===== src/rtl/label_vote_filter_pkg.sv =====
// Shared widths, default window depth and enumerations for the label vote filter.
package label_vote_filter_pkg;

  localparam int unsigned DEFAULT_LABEL_WIDTH    = 1;
  localparam int unsigned DEFAULT_DISTANCE_WIDTH = 10;
  localparam int unsigned DEFAULT_WINDOW         = 5;
  localparam int unsigned DEFAULT_CNT_WIDTH      = 4;

  localparam int unsigned NUM_STREAMS = 2;

  typedef enum logic {
    STREAM_A = 1'b0,
    STREAM_V = 1'b1
  } stream_e;

  typedef enum logic {
    FILL = 1'b0,
    RUN  = 1'b1
  } state_e;

endpackage


===== src/rtl/label_vote_filter_if.sv =====
// Sample-in / result-out handshake bundle between upstream AM, the filter and the host readout.
interface label_vote_filter_if
  import label_vote_filter_pkg::*;
#(
  parameter int unsigned LABEL_WIDTH    = DEFAULT_LABEL_WIDTH,
  parameter int unsigned DISTANCE_WIDTH = DEFAULT_DISTANCE_WIDTH,
  parameter int unsigned CNT_WIDTH      = DEFAULT_CNT_WIDTH
) ();

  logic                                ValidIn_SI;
  logic                                ReadyOut_SO;
  logic [LABEL_WIDTH-1:0]              LabelIn_A_DI;
  logic [LABEL_WIDTH-1:0]              LabelIn_V_DI;
  logic [DISTANCE_WIDTH-1:0]           DistanceIn_A_DI;
  logic [DISTANCE_WIDTH-1:0]           DistanceIn_V_DI;
  logic                                ValidOut_SO;
  logic                                ReadyIn_SI;
  logic [LABEL_WIDTH-1:0]              LabelOut_A_DO;
  logic [LABEL_WIDTH-1:0]              LabelOut_V_DO;
  logic [DISTANCE_WIDTH+CNT_WIDTH-1:0] DistSumOut_A_DO;
  logic [DISTANCE_WIDTH+CNT_WIDTH-1:0] DistSumOut_V_DO;

  modport master (
    output ValidIn_SI, LabelIn_A_DI, LabelIn_V_DI, DistanceIn_A_DI, DistanceIn_V_DI, ReadyIn_SI,
    input  ReadyOut_SO, ValidOut_SO, LabelOut_A_DO, LabelOut_V_DO, DistSumOut_A_DO, DistSumOut_V_DO
  );

  modport slave (
    input  ValidIn_SI, LabelIn_A_DI, LabelIn_V_DI, DistanceIn_A_DI, DistanceIn_V_DI, ReadyIn_SI,
    output ReadyOut_SO, ValidOut_SO, LabelOut_A_DO, LabelOut_V_DO, DistSumOut_A_DO, DistSumOut_V_DO
  );

endinterface


===== src/rtl/label_vote_filter_vote_window.sv =====
// One label stream: circular {label, distance} history, per-class counters, distance sum and argmax vote.
module label_vote_filter_vote_window
  import label_vote_filter_pkg::*;
#(
  parameter int unsigned LABEL_WIDTH    = DEFAULT_LABEL_WIDTH,
  parameter int unsigned DISTANCE_WIDTH = DEFAULT_DISTANCE_WIDTH,
  parameter int unsigned WINDOW         = DEFAULT_WINDOW,
  parameter int unsigned CNT_WIDTH      = DEFAULT_CNT_WIDTH
) (
  input  logic                                clk_i,
  input  logic                                rst_i,
  input  logic                                clear_i,
  input  logic                                push_i,
  input  logic                                evict_i,
  input  logic [LABEL_WIDTH-1:0]              label_i,
  input  logic [DISTANCE_WIDTH-1:0]           dist_i,
  output logic [LABEL_WIDTH-1:0]              vote_o,
  output logic [DISTANCE_WIDTH+CNT_WIDTH-1:0] sum_o
);

  localparam int unsigned NCLASS    = 2 ** LABEL_WIDTH;
  localparam int unsigned PTR_WIDTH = $clog2(WINDOW);
  localparam int unsigned SUM_WIDTH = DISTANCE_WIDTH + CNT_WIDTH;

  if ((2 ** CNT_WIDTH) <= WINDOW) begin : g_bad_cnt_width
    $error("CNT_WIDTH too small to count WINDOW samples");
  end
  if ((WINDOW % 2) == 0 || WINDOW < 3 || WINDOW > 15) begin : g_bad_window
    $error("WINDOW must be odd and within 3..15");
  end

  logic [LABEL_WIDTH-1:0]    hist_label_q [WINDOW];
  logic [DISTANCE_WIDTH-1:0] hist_dist_q  [WINDOW];
  logic [CNT_WIDTH-1:0]      cnt_q        [NCLASS];
  logic [CNT_WIDTH-1:0]      cnt_d        [NCLASS];
  logic [SUM_WIDTH-1:0]      sum_q, sum_d;
  logic [PTR_WIDTH-1:0]      wptr_q, wptr_d;
  logic [LABEL_WIDTH-1:0]    old_label;
  logic [DISTANCE_WIDTH-1:0] old_dist;
  logic [CNT_WIDTH-1:0]      best_cnt;

  // Once the window is full the write slot always holds the oldest entry.
  assign old_label = hist_label_q[wptr_q];
  assign old_dist  = hist_dist_q[wptr_q];
  assign sum_o     = sum_q;

  always_comb begin
    wptr_d = wptr_q;
    sum_d  = sum_q;
    for (int unsigned c = 0; c < NCLASS; c++) begin
      cnt_d[c] = cnt_q[c];
    end
    if (push_i) begin
      wptr_d = (wptr_q == PTR_WIDTH'(WINDOW - 1)) ? '0 : wptr_q + PTR_WIDTH'(1);
      sum_d  = sum_q + SUM_WIDTH'(dist_i) - (evict_i ? SUM_WIDTH'(old_dist) : '0);
      for (int unsigned c = 0; c < NCLASS; c++) begin
        cnt_d[c] = cnt_q[c] + CNT_WIDTH'(label_i == LABEL_WIDTH'(c))
                            - CNT_WIDTH'(evict_i && (old_label == LABEL_WIDTH'(c)));
      end
    end
  end

  // Strict greater-than keeps the lowest class index on ties.
  always_comb begin
    best_cnt = cnt_q[0];
    vote_o   = '0;
    for (int unsigned c = 1; c < NCLASS; c++) begin
      if (cnt_q[c] > best_cnt) begin
        best_cnt = cnt_q[c];
        vote_o   = LABEL_WIDTH'(c);
      end
    end
  end

  always_ff @(posedge clk_i) begin
    if (rst_i || clear_i) begin
      wptr_q <= '0;
      sum_q  <= '0;
      for (int unsigned i = 0; i < WINDOW; i++) begin
        hist_label_q[i] <= '0;
        hist_dist_q[i]  <= '0;
      end
      for (int unsigned c = 0; c < NCLASS; c++) begin
        cnt_q[c] <= '0;
      end
    end else begin
      wptr_q <= wptr_d;
      sum_q  <= sum_d;
      for (int unsigned c = 0; c < NCLASS; c++) begin
        cnt_q[c] <= cnt_d[c];
      end
      if (push_i) begin
        hist_label_q[wptr_q] <= label_i;
        hist_dist_q[wptr_q]  <= dist_i;
      end
    end
  end

endmodule


===== src/rtl/label_vote_filter.sv =====
// Sliding-window majority vote on A/V labels with windowed distance sums, FILL/RUN FSM and output handshake.
module label_vote_filter
  import label_vote_filter_pkg::*;
#(
  parameter int unsigned LABEL_WIDTH    = DEFAULT_LABEL_WIDTH,
  parameter int unsigned DISTANCE_WIDTH = DEFAULT_DISTANCE_WIDTH,
  parameter int unsigned WINDOW         = DEFAULT_WINDOW,
  parameter int unsigned CNT_WIDTH      = DEFAULT_CNT_WIDTH
) (
  input  logic               Clk_CI,
  input  logic               Reset_RI,
  input  logic               Flush_SI,
  label_vote_filter_if.slave bus
);

  localparam int unsigned SUM_WIDTH = DISTANCE_WIDTH + CNT_WIDTH;

  state_e                 state_q, state_d;
  logic [CNT_WIDTH-1:0]   fill_q, fill_d;
  logic                   pend_q, pend_d;
  logic                   valid_q, valid_d;
  logic [LABEL_WIDTH-1:0] out_lab_q [NUM_STREAMS];
  logic [LABEL_WIDTH-1:0] out_lab_d [NUM_STREAMS];
  logic [SUM_WIDTH-1:0]   out_sum_q [NUM_STREAMS];
  logic [SUM_WIDTH-1:0]   out_sum_d [NUM_STREAMS];

  logic [LABEL_WIDTH-1:0]    lab_in  [NUM_STREAMS];
  logic [DISTANCE_WIDTH-1:0] dist_in [NUM_STREAMS];
  logic [LABEL_WIDTH-1:0]    vote    [NUM_STREAMS];
  logic [SUM_WIDTH-1:0]      wsum    [NUM_STREAMS];

  logic ready;
  logic accept;
  logic load;

  assign lab_in[STREAM_A]  = bus.LabelIn_A_DI;
  assign lab_in[STREAM_V]  = bus.LabelIn_V_DI;
  assign dist_in[STREAM_A] = bus.DistanceIn_A_DI;
  assign dist_in[STREAM_V] = bus.DistanceIn_V_DI;

  // Flush forces ready low so a same-cycle sample is dropped, not half-applied.
  assign ready  = ~pend_q & (~valid_q | bus.ReadyIn_SI) & ~Flush_SI;
  assign accept = bus.ValidIn_SI & ready;
  assign load   = pend_q & (state_q == RUN) & ~Flush_SI;

  for (genvar s = 0; s < NUM_STREAMS; s++) begin : g_stream
    label_vote_filter_vote_window #(
      .LABEL_WIDTH    (LABEL_WIDTH),
      .DISTANCE_WIDTH (DISTANCE_WIDTH),
      .WINDOW         (WINDOW),
      .CNT_WIDTH      (CNT_WIDTH)
    ) u_win (
      .clk_i   (Clk_CI),
      .rst_i   (Reset_RI),
      .clear_i (Flush_SI),
      .push_i  (accept),
      .evict_i (state_q == RUN),
      .label_i (lab_in[s]),
      .dist_i  (dist_in[s]),
      .vote_o  (vote[s]),
      .sum_o   (wsum[s])
    );
  end

  always_comb begin
    state_d = state_q;
    fill_d  = fill_q;
    pend_d  = 1'b0;
    valid_d = valid_q;
    for (int unsigned s = 0; s < NUM_STREAMS; s++) begin
      out_lab_d[s] = out_lab_q[s];
      out_sum_d[s] = out_sum_q[s];
    end

    if (Flush_SI) begin
      state_d = FILL;
      fill_d  = '0;
    end else if (accept) begin
      pend_d = 1'b1;
      if (state_q == FILL) begin
        fill_d = fill_q + CNT_WIDTH'(1);
        if (fill_q == CNT_WIDTH'(WINDOW - 1)) begin
          state_d = RUN;
        end
      end
    end

    if (load) begin
      valid_d = 1'b1;
      for (int unsigned s = 0; s < NUM_STREAMS; s++) begin
        out_lab_d[s] = vote[s];
        out_sum_d[s] = wsum[s];
      end
    end else if (bus.ReadyIn_SI) begin
      valid_d = 1'b0;
    end
  end

  always_ff @(posedge Clk_CI) begin
    if (Reset_RI) begin
      state_q <= FILL;
      fill_q  <= '0;
      pend_q  <= 1'b0;
      valid_q <= 1'b0;
      for (int unsigned s = 0; s < NUM_STREAMS; s++) begin
        out_lab_q[s] <= '0;
        out_sum_q[s] <= '0;
      end
    end else begin
      state_q <= state_d;
      fill_q  <= fill_d;
      pend_q  <= pend_d;
      valid_q <= valid_d;
      for (int unsigned s = 0; s < NUM_STREAMS; s++) begin
        out_lab_q[s] <= out_lab_d[s];
        out_sum_q[s] <= out_sum_d[s];
      end
    end
  end

  assign bus.ReadyOut_SO     = ready;
  assign bus.ValidOut_SO     = valid_q;
  assign bus.LabelOut_A_DO   = out_lab_q[STREAM_A];
  assign bus.LabelOut_V_DO   = out_lab_q[STREAM_V];
  assign bus.DistSumOut_A_DO = out_sum_q[STREAM_A];
  assign bus.DistSumOut_V_DO = out_sum_q[STREAM_V];

endmodule


===== src/flat_wrapper.sv =====
// flat-port wrapper written by rule: the top's interface ports become plain ports
module label_vote_filter_flat import label_vote_filter_pkg::*;
#(
  parameter int unsigned LABEL_WIDTH    = DEFAULT_LABEL_WIDTH,
  parameter int unsigned DISTANCE_WIDTH = DEFAULT_DISTANCE_WIDTH,
  parameter int unsigned WINDOW         = DEFAULT_WINDOW,
  parameter int unsigned CNT_WIDTH      = DEFAULT_CNT_WIDTH
)
  (Clk_CI, Reset_RI, Flush_SI, bus_ValidIn_SI, bus_LabelIn_A_DI, bus_LabelIn_V_DI, bus_DistanceIn_A_DI, bus_DistanceIn_V_DI, bus_ReadyIn_SI, bus_ReadyOut_SO, bus_ValidOut_SO, bus_LabelOut_A_DO, bus_LabelOut_V_DO, bus_DistSumOut_A_DO, bus_DistSumOut_V_DO);
  label_vote_filter_if #(.LABEL_WIDTH(LABEL_WIDTH), .DISTANCE_WIDTH(DISTANCE_WIDTH), .CNT_WIDTH(CNT_WIDTH)) bus_i ();
  input  logic Clk_CI;
  input  logic Reset_RI;
  input  logic Flush_SI;
  input wire logic [$bits(bus_i.ValidIn_SI)-1:0] bus_ValidIn_SI;
  input wire logic [$bits(bus_i.LabelIn_A_DI)-1:0] bus_LabelIn_A_DI;
  input wire logic [$bits(bus_i.LabelIn_V_DI)-1:0] bus_LabelIn_V_DI;
  input wire logic [$bits(bus_i.DistanceIn_A_DI)-1:0] bus_DistanceIn_A_DI;
  input wire logic [$bits(bus_i.DistanceIn_V_DI)-1:0] bus_DistanceIn_V_DI;
  input wire logic [$bits(bus_i.ReadyIn_SI)-1:0] bus_ReadyIn_SI;
  output wire logic [$bits(bus_i.ReadyOut_SO)-1:0] bus_ReadyOut_SO;
  output wire logic [$bits(bus_i.ValidOut_SO)-1:0] bus_ValidOut_SO;
  output wire logic [$bits(bus_i.LabelOut_A_DO)-1:0] bus_LabelOut_A_DO;
  output wire logic [$bits(bus_i.LabelOut_V_DO)-1:0] bus_LabelOut_V_DO;
  output wire logic [$bits(bus_i.DistSumOut_A_DO)-1:0] bus_DistSumOut_A_DO;
  output wire logic [$bits(bus_i.DistSumOut_V_DO)-1:0] bus_DistSumOut_V_DO;
  assign bus_i.ValidIn_SI = bus_ValidIn_SI;
  assign bus_i.LabelIn_A_DI = bus_LabelIn_A_DI;
  assign bus_i.LabelIn_V_DI = bus_LabelIn_V_DI;
  assign bus_i.DistanceIn_A_DI = bus_DistanceIn_A_DI;
  assign bus_i.DistanceIn_V_DI = bus_DistanceIn_V_DI;
  assign bus_i.ReadyIn_SI = bus_ReadyIn_SI;
  assign bus_ReadyOut_SO = bus_i.ReadyOut_SO;
  assign bus_ValidOut_SO = bus_i.ValidOut_SO;
  assign bus_LabelOut_A_DO = bus_i.LabelOut_A_DO;
  assign bus_LabelOut_V_DO = bus_i.LabelOut_V_DO;
  assign bus_DistSumOut_A_DO = bus_i.DistSumOut_A_DO;
  assign bus_DistSumOut_V_DO = bus_i.DistSumOut_V_DO;
  label_vote_filter #(.LABEL_WIDTH(LABEL_WIDTH), .DISTANCE_WIDTH(DISTANCE_WIDTH), .WINDOW(WINDOW), .CNT_WIDTH(CNT_WIDTH)) u_core (.Clk_CI(Clk_CI), .Reset_RI(Reset_RI), .Flush_SI(Flush_SI), .bus(bus_i));
endmodule

===== config.mk =====
export PLATFORM = sky130hd
export DESIGN_NAME = label_vote_filter_flat
export DESIGN_NICKNAME = d
export VERILOG_FILES = /design/src/rtl/label_vote_filter_pkg.sv /design/src/rtl/label_vote_filter_if.sv /design/src/rtl/label_vote_filter_vote_window.sv /design/src/rtl/label_vote_filter.sv /design/src/flat_wrapper.sv
export SDC_FILE = /design/constraint.sdc
export NUM_CORES = 1
export LEC_CHECK = 0
export CORE_MARGIN = 5
export CORE_UTILIZATION = 25
export CTS_BUF_LIST = sky130_fd_sc_hd__clkbuf_16
export CTS_CLUSTER_DIAMETER = 120
export DETAILED_ROUTE_END_ITERATION = 10
export DONT_BUFFER_PORTS = 1
export PLACE_DENSITY = 0.45
export SYNTH_ARGS = -nofsm -noshare
export SYNTH_HDL_FRONTEND = slang
export SYNTH_SLANG_ARGS = --single-unit

===== constraint.sdc =====
create_clock -name Clk_CI -period 4.7 [get_ports Clk_CI]
set_input_delay 0.94 -clock Clk_CI [delete_from_list [all_inputs] [get_ports Clk_CI]]
set_output_delay 0.94 -clock Clk_CI [all_outputs]
set_load 0.05 [all_outputs]

==> flow_summary.toml <==
[grt]
grt_max_degree = 43
grt_pass1_vias = 8938
grt_pass1_wl_um = 53300
grt_usage_pct = 11.5
antenna_found_initial = 0
globalRouteOverflowTotal = 0

[worst_setup_path]
arrival_ps = 4360
crit_path_end_kind = "register"
crit_required_ps = 5110
r2r_cells = 13
crit_fanout = 11
start_kind = "register"
crit_type = "reg2reg"

[drt]
dr.pass1.iters = 5
wl_um = 34200
viasPerCell = 4.60
drtIter0Drc = 500
wl_per_cell_um = 18.2
detail-route-antenna-nets = 0
drc = 0
vias = 8672

[synth]
synth.cell_area_um2 = 13600
synthFlopType = "edfxtp_1"
yosysSeqAreaShare_pct = 52.7
synth_warnings = 0
syn_nets = 1285
synth_edf_count = 176
syn_area_per_cell_um2 = 11.5
yosysUniqueCellTypes = 56
async_reset_ff_share_pct = 0
ys_seq_elements = 269
netlist_instances = 1176

[pwr]
ir_worst_vdd_mv = 0.229
power_w = 0.00551
p_leak_nw = 5.34
p_per_area_nw_per_um2 = 358

[worst_hold_path]
hold_class = "reg2reg"
hold_depth = 2

[floorplanning]
ioPinCount = 59
die_h_um = 243
rows = 85
die_w_um = 243
dieArea_um2 = 59000
initial_utilization_pct = 25.2
core_area_um2 = 53800

[timing]
final-setup-viol-count = 0
worst_slew_pin_slew_ps = 1070
clock_skew_ps = 14.8
rsz0062_at_grt = "false"
slew_headroom_pct = 28.2
finalMaxSlewViolations = 0
hold_viol = 0
tns_ps = 0
final.min_clock_period_ps = 3950
period_share_pct = 84.0
fmax_mhz = 253

[finish]
finalNetCount = 1273
drive_gt1_share_pct = 12.5
diodes = 0
area_delta_synth_final_pct = 13.4
fill_cells = 5560

[clock_tree]
ctsHtreeMaxLevel = 2
cts-resized-gates = 0
clock-sinks = 269
postCtsSetupBuffers = 0
cts_max_path_buffers = 3
cts_hold_buf = 0
cts_tree = "yes"
clk_pin_slew_ps = 60
numCtsBuffers = 34
cts_root_buf = "clkbuf_16"
clock_latency_ps = 530

[outcome]
status = "finished clean"

[place]
routabilityCongestion = 0.733
dp_hpwl_um = 23800
io_buffers = 0

[run]
maxCapViolCount = 0
==> where the power goes <==
| group | internal (W) | leakage [nW] | switching, W |
|---|---|---|---|
| registers | 0.00257 | 2.57 | 0.0000285 |
| logic | 0.000187 | 2.23 | 0.000278 |
| clock network | 0.00144 | 0.541 | 0.00101 |
==> layout make-up <==
| type | count | area, µm² | share of cell area, % |
|---|---|---|---|
| Timing Repair Buffer | 27 | 203 | 1.32 |
| Clock inverter | 24 | 138 | 0.895 |
| Sequential cell | 269 | 7150 | 46.5 |
| Multi-Input combinational cell | 707 | 5650 | 36.7 |
| Tap cell | 696 | 871 | 5.66 |
| Clock buffer | 36 | 901 | 5.86 |
| Inverter | 125 | 470 | 3.06 |
==> state kept, by name (all words and copies together) (netlist names), named ones only <==
signal	flops
u_core.out_lab_q	2
u_core.fill_q	4
u_core.g_stream.u_win.sum_o	28
u_core.out_sum_q	28
u_core.g_stream.u_win.cnt_q	16
u_core.g_stream.u_win.hist_dist_q	160
u_core.state_q	1
u_core.g_stream.u_win.hist_label_q	16
u_core.bus.ValidOut_SO	1
u_core.g_stream.u_win.wptr_q	6
u_core.pend_q	1
==> critical path, cell delays in order, from the launching register on <==
cell     delay [ps]
dfxtp_1         460
buf_4           320
mux4_2          550
mux2i_1         250
nor2b_1         100
fa_1            490
inv_1            50
ha_1            360
a21o_1          200
o32a_1          400
a31oi_2         300
o21ai_1         110
xnor2_1         170
o21ai_1          70
==> per-stage QoR <==
step           setup slack [ps]  util, %  cell area (µm²)  std cells  hold WS, ps
2_1_floorplan              1110        -            13600       1176          432
3_3_place_gp                764     26.6            14300       1824          445
3_5_place_dp                735     26.6            14300       1824          447
4_1_cts                     726     28.6            15400       1884          441
5_1_grt                     451     28.6            15400       1884          451
6_report                    754     28.6            15400       1884          454
==> layout by cell type (no fill, tap or decap), types with 5 or more instances in the layout <==
cell type	synthesis	routed
fa_1	24	24
nand2_1	124	123
o21ai_1	5	5
nand3_1	8	8
a21oi_1	84	84
dfxtp_1	93	93
nor4_1	59	59
edfxtp_1	176	176
clkinv_1	0	8
nor4_2	16	16
o31ai_1	6	5
nor2_1	39	38
nor2b_1	32	32
xor2_1	10	10
a211oi_1	11	11
mux4_2	44	44
and2_1	32	31
mux2i_1	24	24
nand2b_1	11	11
o21ai_0	17	17
nor3_1	24	23
buf_4	2	27
ha_1	58	58
xnor2_1	18	18
inv_1	124	131
clkbuf_16	0	36
a21o_1	12	12
==> synthesized netlist by cell type (2+ instances only) <==
cell type    n  area, µm²
o211ai_1     4       30.0
nand4_1      2       12.5
buf_4        2       15.0
or3_1        4       25.0
a41oi_1      2       17.5
a211oi_1    11       82.6
clkbuf_1    50        188
a31oi_2      2       25.0
xnor2_1     18        158
o21ai_0     17       85.1
xor2_1      10       87.6
dfxtp_1     93       1860
or2_1        2       12.5
mux2i_1     24        240
o31ai_1      6       45.0
fa_1        24        480
nor4_2      16        200
nor2_1      39        146
a21oi_1     84        420
nand2_1    124        465
mux4_2      44        991
nand3_1      8       40.0
o21a_1       3       22.5
o21ai_1      5       25.0
nor4_1      59        369
buf_2       17       85.1
and2_1      32        200
o21bai_1     2       15.0
a21o_1      12       90.1
nor3_1      24        120
buf_1        6       22.5
nor2b_1     32        200
a31oi_1      3       18.8
nand2_2      2       12.5
and3_1       4       25.0
ha_1        58        726
edfxtp_1   176       5290
nand2b_1    11       68.8
nand3b_1     4       30.0
inv_1      124        465
==> routing by layer <==
| metal | vias to the layer above | wire length, µm | track usage [%] |
|---|---|---|---|
| li1 | 4164 | - | - |
| met1 | 4289 | 15500 | 14.9 |
| met2 | 168 | 16200 | 19.1 |
| met3 | 51 | 1850 | 2.83 |
| met4 | 0 | 737 | 3.12 |
| met5 | - | 0 | 0 |
==> path summary, 6_finish.rpt <==
path	end	slack (ps)	start
setup / recovery	u_core.g_stream[1].u_win.sum_o[11]	750	register
setup reg to reg	u_core.g_stream[1].u_win.sum_o[11]	750	register
hold / removal	u_core.g_stream[1].u_win.cnt_q[0][4]	450	u_core.g_stream[1].u_win.cnt_q[0][4]
hold reg to reg	u_core.g_stream[1].u_win.cnt_q[0][4]	450	u_core.g_stream[1].u_win.cnt_q[0][4]
==> kinds of logic (layout without fill, tap and decap cells) <==
family / after synthesis / count (layout) / share of synthesized area, %
xor gates and xnor gates: 28 / 28 / 1.81
and+or+nand+nor: 370 / 370 / 14.7
AOI/OAI and AO/OA: 159 / 159 / 7.03
adders and majority gates: 82 / 82 / 8.90
DFF: 269 / 269 / 52.7
muxes: 68 / 68 / 9.08
buffers and inverters: 200 / 212 / 5.76
(Power assumes the default switching activity.)
